`src/rtl/qz_tracker.sv`:
```
// qz_tracker: observes the upstream {Q1,Q0} state and Z output, counts non-overlapping
// SEQ0..SEQ3 matches and, with QZ_TRACKER_ZRUN_EN defined, tracks current/longest Z=1 runs.
module qz_tracker #(
  parameter int unsigned CW   = 8,
  parameter logic [1:0]  SEQ0 = 2'b11,
  parameter logic [1:0]  SEQ1 = 2'b10,
  parameter logic [1:0]  SEQ2 = 2'b00,
  parameter logic [1:0]  SEQ3 = 2'b01
) (
  input  logic          clk,
  input  logic          rst,
  input  logic          en,
  input  logic          Q0,
  input  logic          Q1,
  input  logic          Z,
  output logic [1:0]    sym_last,
  output logic          match,
  output logic [CW-1:0] match_cnt,
  output logic [CW-1:0] zrun,
  output logic [CW-1:0] zmax
);

  localparam logic [1:0] S0 = 2'd0;
  localparam logic [1:0] S1 = 2'd1;
  localparam logic [1:0] S2 = 2'd2;
  localparam logic [1:0] S3 = 2'd3;

  localparam logic [CW-1:0] CntMax = '1;
  localparam logic [CW-1:0] CntOne = CW'(1);

  logic [1:0]    sym;
  logic [1:0]    restart;
  logic [1:0]    state_q, state_d;
  logic [1:0]    sym_last_q, sym_last_d;
  logic          match_q, match_d;
  logic [CW-1:0] match_cnt_q, match_cnt_d;

  assign sym     = {Q1, Q0};
  // A broken sequence may itself be the start of a new one.
  assign restart = (sym == SEQ0) ? S1 : S0;

  always_comb begin
    state_d     = state_q;
    sym_last_d  = sym_last_q;
    match_d     = 1'b0;
    match_cnt_d = match_cnt_q;
    if (en) begin
      sym_last_d = sym;
      case (state_q)
        S0:      state_d = restart;
        S1:      state_d = (sym == SEQ1) ? S2 : restart;
        S2:      state_d = (sym == SEQ2) ? S3 : restart;
        default: begin
          if (sym == SEQ3) begin
            state_d = S0;
            match_d = 1'b1;
            if (match_cnt_q != CntMax) match_cnt_d = match_cnt_q + CntOne;
          end else begin
            state_d = restart;
          end
        end
      endcase
    end
  end

  always_ff @(posedge clk) begin
    if (rst) begin
      state_q     <= S0;
      sym_last_q  <= 2'b00;
      match_q     <= 1'b0;
      match_cnt_q <= '0;
    end else begin
      state_q     <= state_d;
      sym_last_q  <= sym_last_d;
      match_q     <= match_d;
      match_cnt_q <= match_cnt_d;
    end
  end

  assign sym_last  = sym_last_q;
  assign match     = match_q;
  assign match_cnt = match_cnt_q;

`ifdef QZ_TRACKER_ZRUN_EN
  logic [CW-1:0] zrun_q, zrun_d;
  logic [CW-1:0] zmax_q, zmax_d;
  logic [CW-1:0] zrun_inc;

  assign zrun_inc = (zrun_q == CntMax) ? zrun_q : zrun_q + CntOne;

  always_comb begin
    zrun_d = zrun_q;
    zmax_d = zmax_q;
    if (en) begin
      if (Z) begin
        zrun_d = zrun_inc;
        if (zrun_inc > zmax_q) zmax_d = zrun_inc;
      end else begin
        zrun_d = '0;
      end
    end
  end

  always_ff @(posedge clk) begin
    if (rst) begin
      zrun_q <= '0;
      zmax_q <= '0;
    end else begin
      zrun_q <= zrun_d;
      zmax_q <= zmax_d;
    end
  end

  assign zrun = zrun_q;
  assign zmax = zmax_q;
`else
  logic unused_z;
  assign unused_z = Z;
  assign zrun     = '0;
  assign zmax     = '0;
`endif

endmodule

```
`config.mk`:
```
export PLATFORM = sky130hd
export DESIGN_NAME = qz_tracker
export DESIGN_NICKNAME = d
export VERILOG_FILES = /design/src/rtl/qz_tracker.sv
export SDC_FILE = /design/constraint.sdc
export NUM_CORES = 1
export LEC_CHECK = 0
export CORE_MARGIN = 8
export CORE_UTILIZATION = 43
export CTS_CLUSTER_DIAMETER = 40
export CTS_CLUSTER_SIZE = 28
export DETAILED_ROUTE_END_ITERATION = 8
export GPL_ROUTABILITY_DRIVEN = 0
export PLACE_DENSITY = 0.78
export REMOVE_ABC_BUFFERS = 1
export SYNTH_ARGS = -nofsm -noshare
export SYNTH_HDL_FRONTEND = slang
export SYNTH_SLANG_ARGS = --single-unit
```
`constraint.sdc`:
```
create_clock -name clk -period 1.9 [get_ports clk]
set_input_delay 0.38 -clock clk [delete_from_list [all_inputs] [get_ports clk]]
set_output_delay 0.38 -clock clk [all_outputs]
set_load 0.05 [all_outputs]
```
Yosys cells after proc, flatten, opt, wreduce, memory -nomap -nowiden --
Cells that the tools add are included.
Operators by class: reduce and logical (&&, ||, !) cells 5, equal/unequal tests 6, add/subtract/negate cells 1, bitwise gates (word level) 2, mux-type cells 6
Operator list (count):
- $add 8x1->8 const B | 1
- $ne 8x8->1 const B | 1
- $eq 2x2->1 const B | 3
- $pmux 2 s3 | 1
- $reduce_or 5->1 | 1
- $eq 2x1->1 const B | 2
- $logic_not 2->1 | 2
- $mux 2 | 2
- $reduce_and 4->1 | 1
- $mux 1 | 3
- $reduce_or 3->1 | 1
- $not 1->1 | 2
Storage, ports and cells: register bits after elaboration 13, input bits 6, logic and storage cells 24

Logic depth before layout (Yosys ltp) --
Gate-level depths: netlist of the first run.
word-level depth 4, gate-level depth with buffers 6

Worst setup path after synthesis of the first run --
No wires, ideal clock.
kind reg2reg, start point register match_cnt_q[0] (netlist: match_cnt[0]), end point register match_cnt_q[5] (netlist: match_cnt[5]), stages on the path, launching flop included 6, path slack 0.045 ns, arrival 1.785 ns, library setup time 0.070 ns, data required time 1.830 ns, cell sequence dfxtp_1 -> ha_1 -> and3_4 -> a21o_4 -> or4_1 -> a21oi_1
On the way: word-level cells in the longest chain between the ends 2, elaborated cells between the ends (all ways) 3, classes of those cells add/sub: 1; eq/ne: 1; reduce/logical: 1
Ends and longest elaborated chain:
- start, declared | line 36 | logic [CW-1:0] match_cnt_q, match_cnt_d;
- start signal, assigned | line 76 | match_cnt_q <= match_cnt_d;
- branches (longest 2 deep; another with $add 8x1->8)
Parallel ways; which one is timed is not known. A chain may end at the register's enable or synchronous reset.

Worst setup path in the final report of the first run --
start point input port Q0, end point register match_cnt_q[5] (netlist: match_cnt[5])
On the way: word-level cells in the longest chain between the ends 2
Ends and longest elaborated chain:
- start, declared | line 13 | input logic Q0,
- $eq 2x1->1 | line 54 | if (sym == SEQ3) begin
- $reduce_and 4->1 (no source line)
No other way between the ends.

==> reports/qor.yml, run 1 <==
core_um2: 1940
dr.pass1.iters: 4
worstSetupPathType: "in2reg"
cts-htree-levels: 1
powerDensity_nw_per_um2: 554
grt_start_max_net_pins: 9
netSwitchingFraction_pct: 33.6
die_x_um: 61.1
syn_inst: 96
seqPwrFrac_pct: 47.9
hold_buffers: 0
io_buffer_count: 15
layout-drive-gt1-share_pct: 20.8
endpoint: "match_cnt[5]"
p_clk_share_pct: 29.8
max-clock-path-buffers: 2
ir_drop_uv: 415
avgRoutedWirePerCell_um: 12.3
synth-main-ff-cell: "dfxtp_1"
ios: 33
place_area_um2: 1020
switching_power_w: 0.000195
design_area_um2: 1050
clock_latency_ns: 0.28
drtIter0Drc: 3
crit_fanout: 4
post-dp-hpwl_um: 1470
fmax_mhz: 551
highest_layer: "met4"
worst-slew-pin-transition_ns: 0.499
gr-total-overflow: 0
wl_met1_um: 775
slew_viol_final: 0
yosysSeqAreaShare_pct: 29.7
grt_pass1_vias: 693
synth_cell_type_count: 30
status: "completed"
drv_cap: 0
grtUsageTotal_pct: 10.1
antenna_found_initial: 0
syn_avg_cell_area_um2: 9.12
r2r_slack_ns: 0.19
dp.cells: 143
p_leak_nw: 0.467
synth_edf_count: 0
skew_ns: 0.00350
r2r_cells: 5
dr_wl_met3_um: 132
grt_first_pass_wirelength_um: 2920
cts-root-buf: "clkbuf_4"
worstSetupStartpointType: "primary input"
ys.warnings.count: 0
finalNonFillerCells: 147
hold_viol_final: 0
period_share_pct: 95.5
cts_tree: "built"
clk_pin_slew_ns: 0.08
cts_resized: 0
async_flop_share_pct: 0
viasPerCell: 4.59
rows: 16
rr_startpoint: "match_cnt[0]"
die_y_um: 61.1
drc: 0
cp-startpoint: "Q0"
synth_top_cells_by_count: "buf_4 (16), dfxtp_1 (13), ha_1 (10), nor2_1 (9), inv_1 (7)"
clock_sinks: 13
crit_required_ns: 2.12
arrival_ns: 2.03
nets: 137
routed-wl-met2_um: 889
syn_area_um2: 876
numCtsBuffers: 3
ys_seq_elements: 13
synth_most_common_cell: "buf_4"
report.final.setup_viol: 0
rr_endpoint: "match_cnt[5]"
totalWireLength_um: 1800
synth_area_leaders: "dfxtp_1 (30%), ha_1 (14%), buf_4 (14%), mux2i_1 (4.6%), nor2_1 (3.9%)"
dieArea_um2: 3740
relSlewSlack_pct: 66.6
tns_ns: 0
diodes: 0
whs_ns: 0.502
min_period_ns: 1.81
via_count: 675
p_int_w: 0.000385
rsz0062_at_grt: "false"
synth.top_cell.area_share_pct: 29.7
combPwrFrac_pct: 22.2
antenna_left: 0
start_util_pct: 45.1
fin_util_pct: 53.9
post_cts_buffers: 0
post-synth-top-area-cell: "dfxtp_1"
area_growth_pct: 19.6
min_path_type: "reg2reg"
end_kind: "register"
==> through the flow <==
stage          worst slack (ns)  total power [W]
5_1_grt                  0.0194         0.000602
4_1_cts                  0.0857         0.000582
3_5_place_dp             -0.174         0.000412
2_1_floorplan            0.0448         0.000378
6_report                 0.0858         0.000580
3_3_place_gp             -0.130         0.000410
==> area by class of cell <==
| type | count | area, um^2 |
|---|---|---|
| fill | 191 | 895 |
| multi-input combinational | 73 | 510 |
| sequential | 13 | 260 |
| timing repair buffer | 23 | 190 |
| tap | 27 | 33.8 |
| clock buffer | 4 | 26.3 |
| inverter | 7 | 26.3 |
==> cells by family after synthesis <==
| group | share of synthesized area, % |
|---|---|
| flops | 29.7 |
| fa+ha+maj | 14.3 |
| other cells | 0.428 |
| mux | 5.86 |
| simple gates | 17.1 |
| compound gates | 11.1 |
| buf+inv | 18.4 |
| xor+xnor | 3.00 |
==> power groups by stage <==
stage | clock (W) | sequential, W | combinational (W)
after CTS | 0.000176 | 0.000278 | 0.000128
after floorplan | 0 | 0.000293 | 0.0000845
after global routing | 0.000186 | 0.000279 | 0.000137
after global placement | 0 | 0.000284 | 0.000126
after detailed placement | 0 | 0.000285 | 0.000128
final | 0.000173 | 0.000278 | 0.000129
==> cells in the final DEF (no fill, tap or decap), types with 2 or more instances in the layout <==
master / netlist / final
inv_1: 7 / 7
xnor2_1: 2 / 2
clkbuf_4: 0 / 3
clkdlybuf4s50_1: 0 / 7
nand3_1: 3 / 3
o31ai_1: 2 / 2
o21ai_0: 2 / 2
ha_1: 10 / 10
or4_1: 2 / 2
nand2b_1: 2 / 2
conb_1: 1 / 16
mux2i_1: 4 / 4
dfxtp_1: 13 / 13
buf_4: 16 / 16
nand2_1: 4 / 4
nor2_1: 9 / 9
a21oi_1: 4 / 4
==> critical path, stage by stage <==
cell and delay (ns):
clkdlybuf4s50_1 0.48, ha_1 0.22, nand3_4 0.10, a21o_4 0.20, or4_1 0.49, a21oi_1 0.16
==> registers in the layout, summed over array words and instances, names as in the netlist <==
| signal | count |
|---|---|
| match_cnt | 8 |
| state_q | 2 |
| sym_last | 2 |
| match | 1 |
==> worst min-delay path by stage <==
| stage | start | end | depth (start not counted) |
|---|---|---|---|
| 6_report | sym_last[0] | sym_last[0] | 2 |
| 5_1_grt | sym_last[0] | sym_last[0] | 2 |
| 2_1_floorplan | rst | match_cnt[2] | 1 |
| 3_5_place_dp | sym_last[0] | sym_last[0] | 2 |
| 4_1_cts | match_cnt[6] | match_cnt[6] | 2 |
| 3_3_place_gp | sym_last[0] | sym_last[0] | 2 |
==> routing by layer <==
| metal | track usage (%) | vias to the layer above |
|---|---|---|
| met2 | 18.7 | 23 |
| met3 | 3.76 | 2 |
| li1 | - | 337 |
| met1 | 10.7 | 313 |
| met4 | 1.99 | 0 |
| met5 | 0 | - |
No activity file was read; power rests on OpenSTA's default activity.
==> run 2: changes to the inputs <==
ABC_CLOCK_PERIOD_IN_PS = 1900   (was default)
==> results of run 2 <==
The final DEF is identical to that of run 1; final timing and power are the same.
